File: config.mk
export PLATFORM = sky130hd
export DESIGN_NAME = dm_arbiter
export DESIGN_NICKNAME = d
export VERILOG_FILES = /design/src/rtl/dm_arbiter.sv
export SDC_FILE = /design/constraint.sdc
export NUM_CORES = 1
export LEC_CHECK = 0
export BUFFER_PORTS_ARGS = -buffer_cell sky130_fd_sc_hd__clkbuf_2
export CORE_AREA = 2 2 116 118
export CTS_CLUSTER_SIZE = 25
export DETAILED_ROUTE_END_ITERATION = 10
export DIE_AREA = 0 0 118 120
export GPL_TIMING_DRIVEN = 0
export SKIP_CTS_REPAIR_TIMING = 1
export SYNTH_ARGS = -nofsm -noshare
export SYNTH_HDL_FRONTEND = slang
export SYNTH_SLANG_ARGS = --single-unit
File: constraint.sdc
create_clock -name CLK -period 1.95 [get_ports CLK]
set_clock_uncertainty 0.1 [all_clocks]
set_input_delay 0.195 -clock CLK [delete_from_list [all_inputs] [get_ports CLK]]
set_output_delay 0.195 -clock CLK [all_outputs]
set_load 0.02 [all_outputs]
File: src/rtl/dm_arbiter.sv
// Two-requester arbiter (CPU MEM stage R0, DMA R1) sharing one single-port data memory.
// Build option DM_ARB_ROUND_ROBIN_EN: round-robin contention; otherwise R0 priority with a starvation limit.
module dm_arbiter #(
    parameter int unsigned MAX_STREAK = 4
) (
    input  logic        CLK,
    input  logic        RST,
    input  logic        r0_req,
    input  logic        r0_we,
    input  logic [31:0] r0_adr,
    input  logic [31:0] r0_wdata,
    output logic        r0_gnt,
    output logic        r0_rvalid,
    output logic [31:0] r0_rdata,
    output logic        r0_err,
    input  logic        r1_req,
    input  logic        r1_we,
    input  logic [31:0] r1_adr,
    input  logic [31:0] r1_wdata,
    output logic        r1_gnt,
    output logic        r1_rvalid,
    output logic [31:0] r1_rdata,
    output logic        r1_err,
    output logic        dm_we,
    output logic [31:0] dm_adr,
    output logic [31:0] dm_wdata,
    input  logic [31:0] dm_rdata
);

    logic        rst_hold_q, rst_hold_d;
    logic        tag_valid_q, tag_valid_d;
    logic        tag_owner_q, tag_owner_d;
    logic        tag_we_q, tag_we_d;
    logic        tag_err_q, tag_err_d;
    logic        blocked, both_req, pick_r1, any_gnt, misaligned;
    logic        win_we;
    logic [31:0] win_adr, win_wdata;
    logic        rsp_live, r0_data_ok, r1_data_ok;

`ifdef DM_ARB_ROUND_ROBIN_EN
    logic        rr_ptr_q, rr_ptr_d;
`else
    logic [3:0]  streak_q, streak_d;
`endif

    // Grants are also held off the cycle after reset so reset blanks two full cycles.
    assign blocked  = RST | rst_hold_q;
    assign both_req = r0_req & r1_req;

`ifdef DM_ARB_ROUND_ROBIN_EN
    assign pick_r1 = both_req & rr_ptr_q;
`else
    assign pick_r1 = both_req & (streak_q == 4'(MAX_STREAK));
`endif

    assign r1_gnt  = ~blocked & r1_req & (~r0_req | pick_r1);
    assign r0_gnt  = ~blocked & r0_req & ~pick_r1;
    assign any_gnt = r0_gnt | r1_gnt;

    always_comb begin
        win_we    = r0_we;
        win_adr   = r0_adr;
        win_wdata = r0_wdata;
        if (r1_gnt) begin
            win_we    = r1_we;
            win_adr   = r1_adr;
            win_wdata = r1_wdata;
        end
    end

    // Misaligned accesses are accepted and answered with err but never touch memory.
    assign misaligned = (win_adr[1:0] != 2'b00);
    assign dm_we      = any_gnt & ~misaligned & win_we;
    assign dm_adr     = (any_gnt & ~misaligned) ? win_adr   : 32'd0;
    assign dm_wdata   = (any_gnt & ~misaligned) ? win_wdata : 32'd0;

    always_comb begin
        rst_hold_d  = RST;
        tag_valid_d = any_gnt;
        tag_owner_d = r1_gnt;
        tag_we_d    = win_we;
        tag_err_d   = misaligned;
`ifdef DM_ARB_ROUND_ROBIN_EN
        rr_ptr_d = rr_ptr_q;
        if (both_req & any_gnt) begin
            rr_ptr_d = r0_gnt;
        end
`else
        streak_d = streak_q;
        if (r1_gnt | ~r1_req) begin
            streak_d = 4'd0;
        end else if (r0_gnt) begin
            streak_d = streak_q + 4'd1;
        end
`endif
    end

    always_ff @(posedge CLK) begin
        rst_hold_q <= rst_hold_d;
        if (RST) begin
            tag_valid_q <= 1'b0;
            tag_owner_q <= 1'b0;
            tag_we_q    <= 1'b0;
            tag_err_q   <= 1'b0;
`ifdef DM_ARB_ROUND_ROBIN_EN
            rr_ptr_q    <= 1'b0;
`else
            streak_q    <= 4'd0;
`endif
        end else begin
            tag_valid_q <= tag_valid_d;
            tag_owner_q <= tag_owner_d;
            tag_we_q    <= tag_we_d;
            tag_err_q   <= tag_err_d;
`ifdef DM_ARB_ROUND_ROBIN_EN
            rr_ptr_q    <= rr_ptr_d;
`else
            streak_q    <= streak_d;
`endif
        end
    end

    // A response captured just before reset must not leak out during the reset cycle.
    assign rsp_live   = tag_valid_q & ~RST;
    assign r0_rvalid  = rsp_live & ~tag_owner_q;
    assign r1_rvalid  = rsp_live & tag_owner_q;
    assign r0_err     = r0_rvalid & tag_err_q;
    assign r1_err     = r1_rvalid & tag_err_q;
    assign r0_data_ok = r0_rvalid & ~tag_we_q & ~tag_err_q;
    assign r1_data_ok = r1_rvalid & ~tag_we_q & ~tag_err_q;
    assign r0_rdata   = r0_data_ok ? dm_rdata : 32'd0;
    assign r1_rdata   = r1_data_ok ? dm_rdata : 32'd0;

endmodule

# After elaboration in Yosys (flattened, before gate mapping)
# Cells that the tools add are included.
# Widths: inputs -> output; s select.
# totals
reg_bits	9
latch_bits	0
ramBits	0
rom_bits	0
output_inout_bits	135
elab_cells	47
n_memories	0
# classes
n_addsub	1
n_mul	0
div_mod_pow	0
magnitude_cmp	0
n_eq_ne	1
shift	0
muxes	7
n_bitwise	30
reduce_logical	2
# ops
cell	count
$mux 32	6
$and 1x1->1	17
$not 1->1	9
$add 4x1->4 const B	1
$eq 4x3->1 const B	1
$or 1x1->1	4
$reduce_bool 2->1	1
$reduce_or 2->1	1
$mux 1	1

# Depth between registers and ports, before layout
# depth
ltp_word	9
depth_mapped	8

# Least setup slack after synthesis
# No wires, ideal clock.
# synth_path
kind	register -> output
start	register streak_q[0]
end	output dm_adr[31]
arrival_ns	1.619
required_ns	1.655
path_slack_ns	0.036
stages_incl_launch_ff	8
n_path_buf	2
path_cell_list	dfxtp_1 -> inv_1 -> ha_1 -> nand3b_1 -> o21ai_2 -> buf_2 -> buf_2 -> o21ai_0
# synth_via
elab_chain_len	9
word_cells_on_any_way	12
# synth_rtl
element	line	rtl
start, declared	43	logic [3:0] streak_q, streak_d;
start signal, assigned	118	streak_q <= streak_d;
$eq 4x3->1 (*)	53	assign pick_r1 = both_req & (streak_q == 4'(MAX_STREAK));
$and 1x1->1 (*)	53	
$or 1x1->1	56	assign r1_gnt = ~blocked & r1_req & (~r0_req | pick_r1);
$and 1x1->1	56	
$mux 32	64	if (r1_gnt) begin
$reduce_bool 2->1	72	assign misaligned = (win_adr[1:0] != 2'b00);
$not 1->1	74	assign dm_adr = (any_gnt & ~misaligned) ? win_adr : 32'd0;
$and 1x1->1	74	
$mux 32 (*)	74	
end, declared	25	output logic [31:0] dm_adr,
# Mark *: on every way between the ends. The rest lies on a longest branch, timed or not.

# Final worst setup path
# layout_path
start	register streak_q[1]
end	output dm_wdata[11]
# layout_via
elab_chain_len	9
word_cells_on_any_way	13
# layout_rtl
element	line	rtl
$eq 4x3->1 (*)	53	
$and 1x1->1 (*)	53	
$or 1x1->1	56	
$and 1x1->1	56	
$mux 32	64	
$reduce_bool 2->1	72	
$not 1->1	75	assign dm_wdata = (any_gnt & ~misaligned) ? win_wdata : 32'd0;
$and 1x1->1	75	
$mux 32 (*)	75	
end, declared	26	output logic [31:0] dm_wdata,
# Marked as above.

==> impl_metrics.yaml <==
run_status:
  violations: "negative setup slack"
  status: "finished with violations"
worst_setup_path:
  path_class: "flip-flop to output port"
  crit_top_cell: "buf_12"
  endpoint_kind: "output port"
  crit_path_max_incr_delay_ns: 0.33
  r2r_slack_ns: 0.08
  start_kind: "flip-flop"
  path_delay_family: "buffers and inverters"
  cp_num_buf_inv: 5
  crit_chain: "inv_2, ha_4, nand3b_1, o21ai_4, buf_12, buf_12, clkbuf_16, nand3_2, o21ai_1, buf_4"
  slowest_stage: "dfxtp_2"
  cp_data_required_time_ns: 1.65
  r2r_cells: 9
  worstPathMaxFanout: 6
  crit-reg2reg-launch: "streak_q[1]"
  crit_arrival_ns: 1.88
  rr_endpoint: "streak_q[1]"
drt:
  ant_nets: 0
  viasPerCell: 4.50
  firstDrtPassIters: 4
  route.detailed.drc: 0
  vias: 3811
  drt-initial-drc-count: 116
  drt-total-wl_um: 13800
  wl_per_cell_um: 16.3
floorplan:
  io_pins: 301
  chipHeight_um: 120
  initial_core_util_pct: 15.7
  dieArea_um2: 14200
  core.rowCount: 42
  design.core.area_um2: 13000
  die_w_um: 118
cts:
  h-tree-depth: 1
  clock_sinks: 9
  cts-root-buf: "clkbuf_16"
  cts_buffer_depth: 2
  cts_made_buffers: 3
  clkTransAtPathRegs_ns: 0.04
  clk_latency_ns: 0.24
  tritoncts: "built"
global_route:
  first_global_vias: 3232
  overflow: 0
  grt_antenna_before_repair: 0
  grt.total_usage_pct: 15.4
  grt_pass1_wl_um: 17500
  grt_max_degree: 11
min_path:
  min_path_cells: 3
  hold_end: "tag_we_q"
  hp-start: "r0_we"
  min_path_type: "input port to flip-flop"
finish:
  final_cell_mix: "clkbuf_2 (180), buf_6 (100), nand2_1 (66)"
  drive_above_1_share_pct: 75.0
  nets: 840
  num_antenna_cells: 0
  area_growth_pct: 176
  post-route-util_pct: 43.2
  final_common_cell: "clkbuf_2"
  fillers: 1299
placement:
  dp_hpwl_um: 9940
  globalplace.congestion: 0.840
  numPortBuffers: 298
  place_ws_ns: -0.686
sta:
  setup_viol: 96
  finalHoldViolations: 0
  rsz0062_at_grt: "true"
  max_freq_mhz: 460
  fin_crit_ns: 2.18
  fin_ws_ns: -0.226
  min_period_over_period_pct: 112
  slew_violations: 0
  fin_setup_tns_ns: -14.74
power_and_ir_drop:
  power_mw: 1.21
  irDropWorstVdd_uv: 264
  p_leak_nw: 2.59
  powerDensity_nw_per_um2: 216
logic_synthesis:
  synthFlopType: "dfxtp_1"
  synth_cells: 348
  syn-mean-instance-area_um2: 5.85
  yosys.cell_types.count: 35
  ys_seq_area_share_pct: 8.86
  async_reset_ff_share_pct: 0
  ys_ff_latch: 9
  synth_warnings: 0
  syn_area_um2: 2030
  synth_edf_count: 0
flow_run:
  maxCapViolations: 0
==> cell usage after synthesis (2+ instances only) <==
library cell	n	share of area [%]
nand2b_1	2	0.61
a211oi_1	2	0.74
dfxtp_1	9	8.9
buf_6	7	3.9
inv_1	5	0.92
clkbuf_1	9	1.7
o21ai_1	47	12
and2_1	64	20
nand2_1	66	12
o21ai_0	4	0.98
a21oi_1	4	0.98
nor3_1	4	0.98
o21ai_2	14	6.0
nor2_1	6	1.1
nand3_1	65	16
buf_2	16	3.9
ha_1	2	1.2
buf_4	2	0.74
clkbuf_2	2	0.49
and3_1	3	0.92
==> where the power goes <==
part	switching (mW)	internal [mW]	leakage [nW]
clock	0.0909	0.273	0.0382
sequential	0.00480	0.191	0.0755
combinational	0.317	0.333	2.48
total	0.413	0.797	2.59
==> kinds of logic (layout without fill, tap and decap cells) <==
family	count (synthesis)	count (layout)	synth area share [%]
simple gates	220	220	56.3
compound gates	73	73	21.1
buf+inv	42	364	11.8
flops	9	9	8.86
fa+ha+maj	2	2	1.23
other cells	1	2	0.184
mux	1	1	0.492
==> sequential cells by signal, indices dropped and copies added, names as in the netlist <==
| register | cells |
|---|---|
| tag_we_q | 1 |
| tag_valid_q | 1 |
| tag_err_q | 1 |
| streak_q | 4 |
| tag_owner_q | 1 |
| rst_hold_q | 1 |
==> worst reg2reg max path, stage by stage, from the launching register on <==
cell       delay [ns]
dfxtp_2          0.34
inv_2            0.05
ha_4             0.15
nand3b_1         0.16
o21ai_4          0.09
buf_12           0.14
clkbuf_16        0.17
buf_4            0.14
or3b_1           0.34
a21oi_1          0.12
==> worst max path at each step <==
stage,start,endpoint,cells after the start
2_1_floorplan,streak_q[0],dm_adr[31],7
4_1_cts,streak_q[0],dm_adr[5],9
3_3_place_gp,streak_q[0],dm_adr[5],9
6_report,streak_q[1],dm_wdata[11],10
3_5_place_dp,streak_q[0],dm_adr[5],9
5_1_grt,streak_q[1],dm_wdata[5],10
==> layout make-up <==
cell class | count | area, um^2 | share of cell area, %
clock buffers | 4 | 78.8 | 1.41
flip-flops and latches | 9 | 186 | 3.33
plain buffers | 36 | 417 | 7.43
well taps | 176 | 220 | 3.93
repair buffers | 319 | 2520 | 45.0
inverters | 5 | 18.8 | 0.335
multi-input cells | 298 | 2160 | 38.5
==> stage by stage <==
stage | instances | instance area, um^2 | hold WS (ns)
finish | 847 | 5610 | 0.131
detailed placement | 823 | 3750 | 0.227
CTS | 827 | 3830 | -0.0117
floorplan | 349 | 2040 | 0.123
global placement | 823 | 3750 | 0.225
global route | 847 | 5610 | 0.145
==> routing by layer <==
metal | global-route usage (%) | vias up | share of wire [%]
met1 | 18.7 | 1747 | 37
met3 | 2.14 | 14 | 6.6
met4 | 1.13 | 0 | 1.7
li1 | - | 1834 | -
met5 | 0 | - | 0
met2 | 29.9 | 216 | 54
Note: power is estimated with default switching activity, not from simulation.
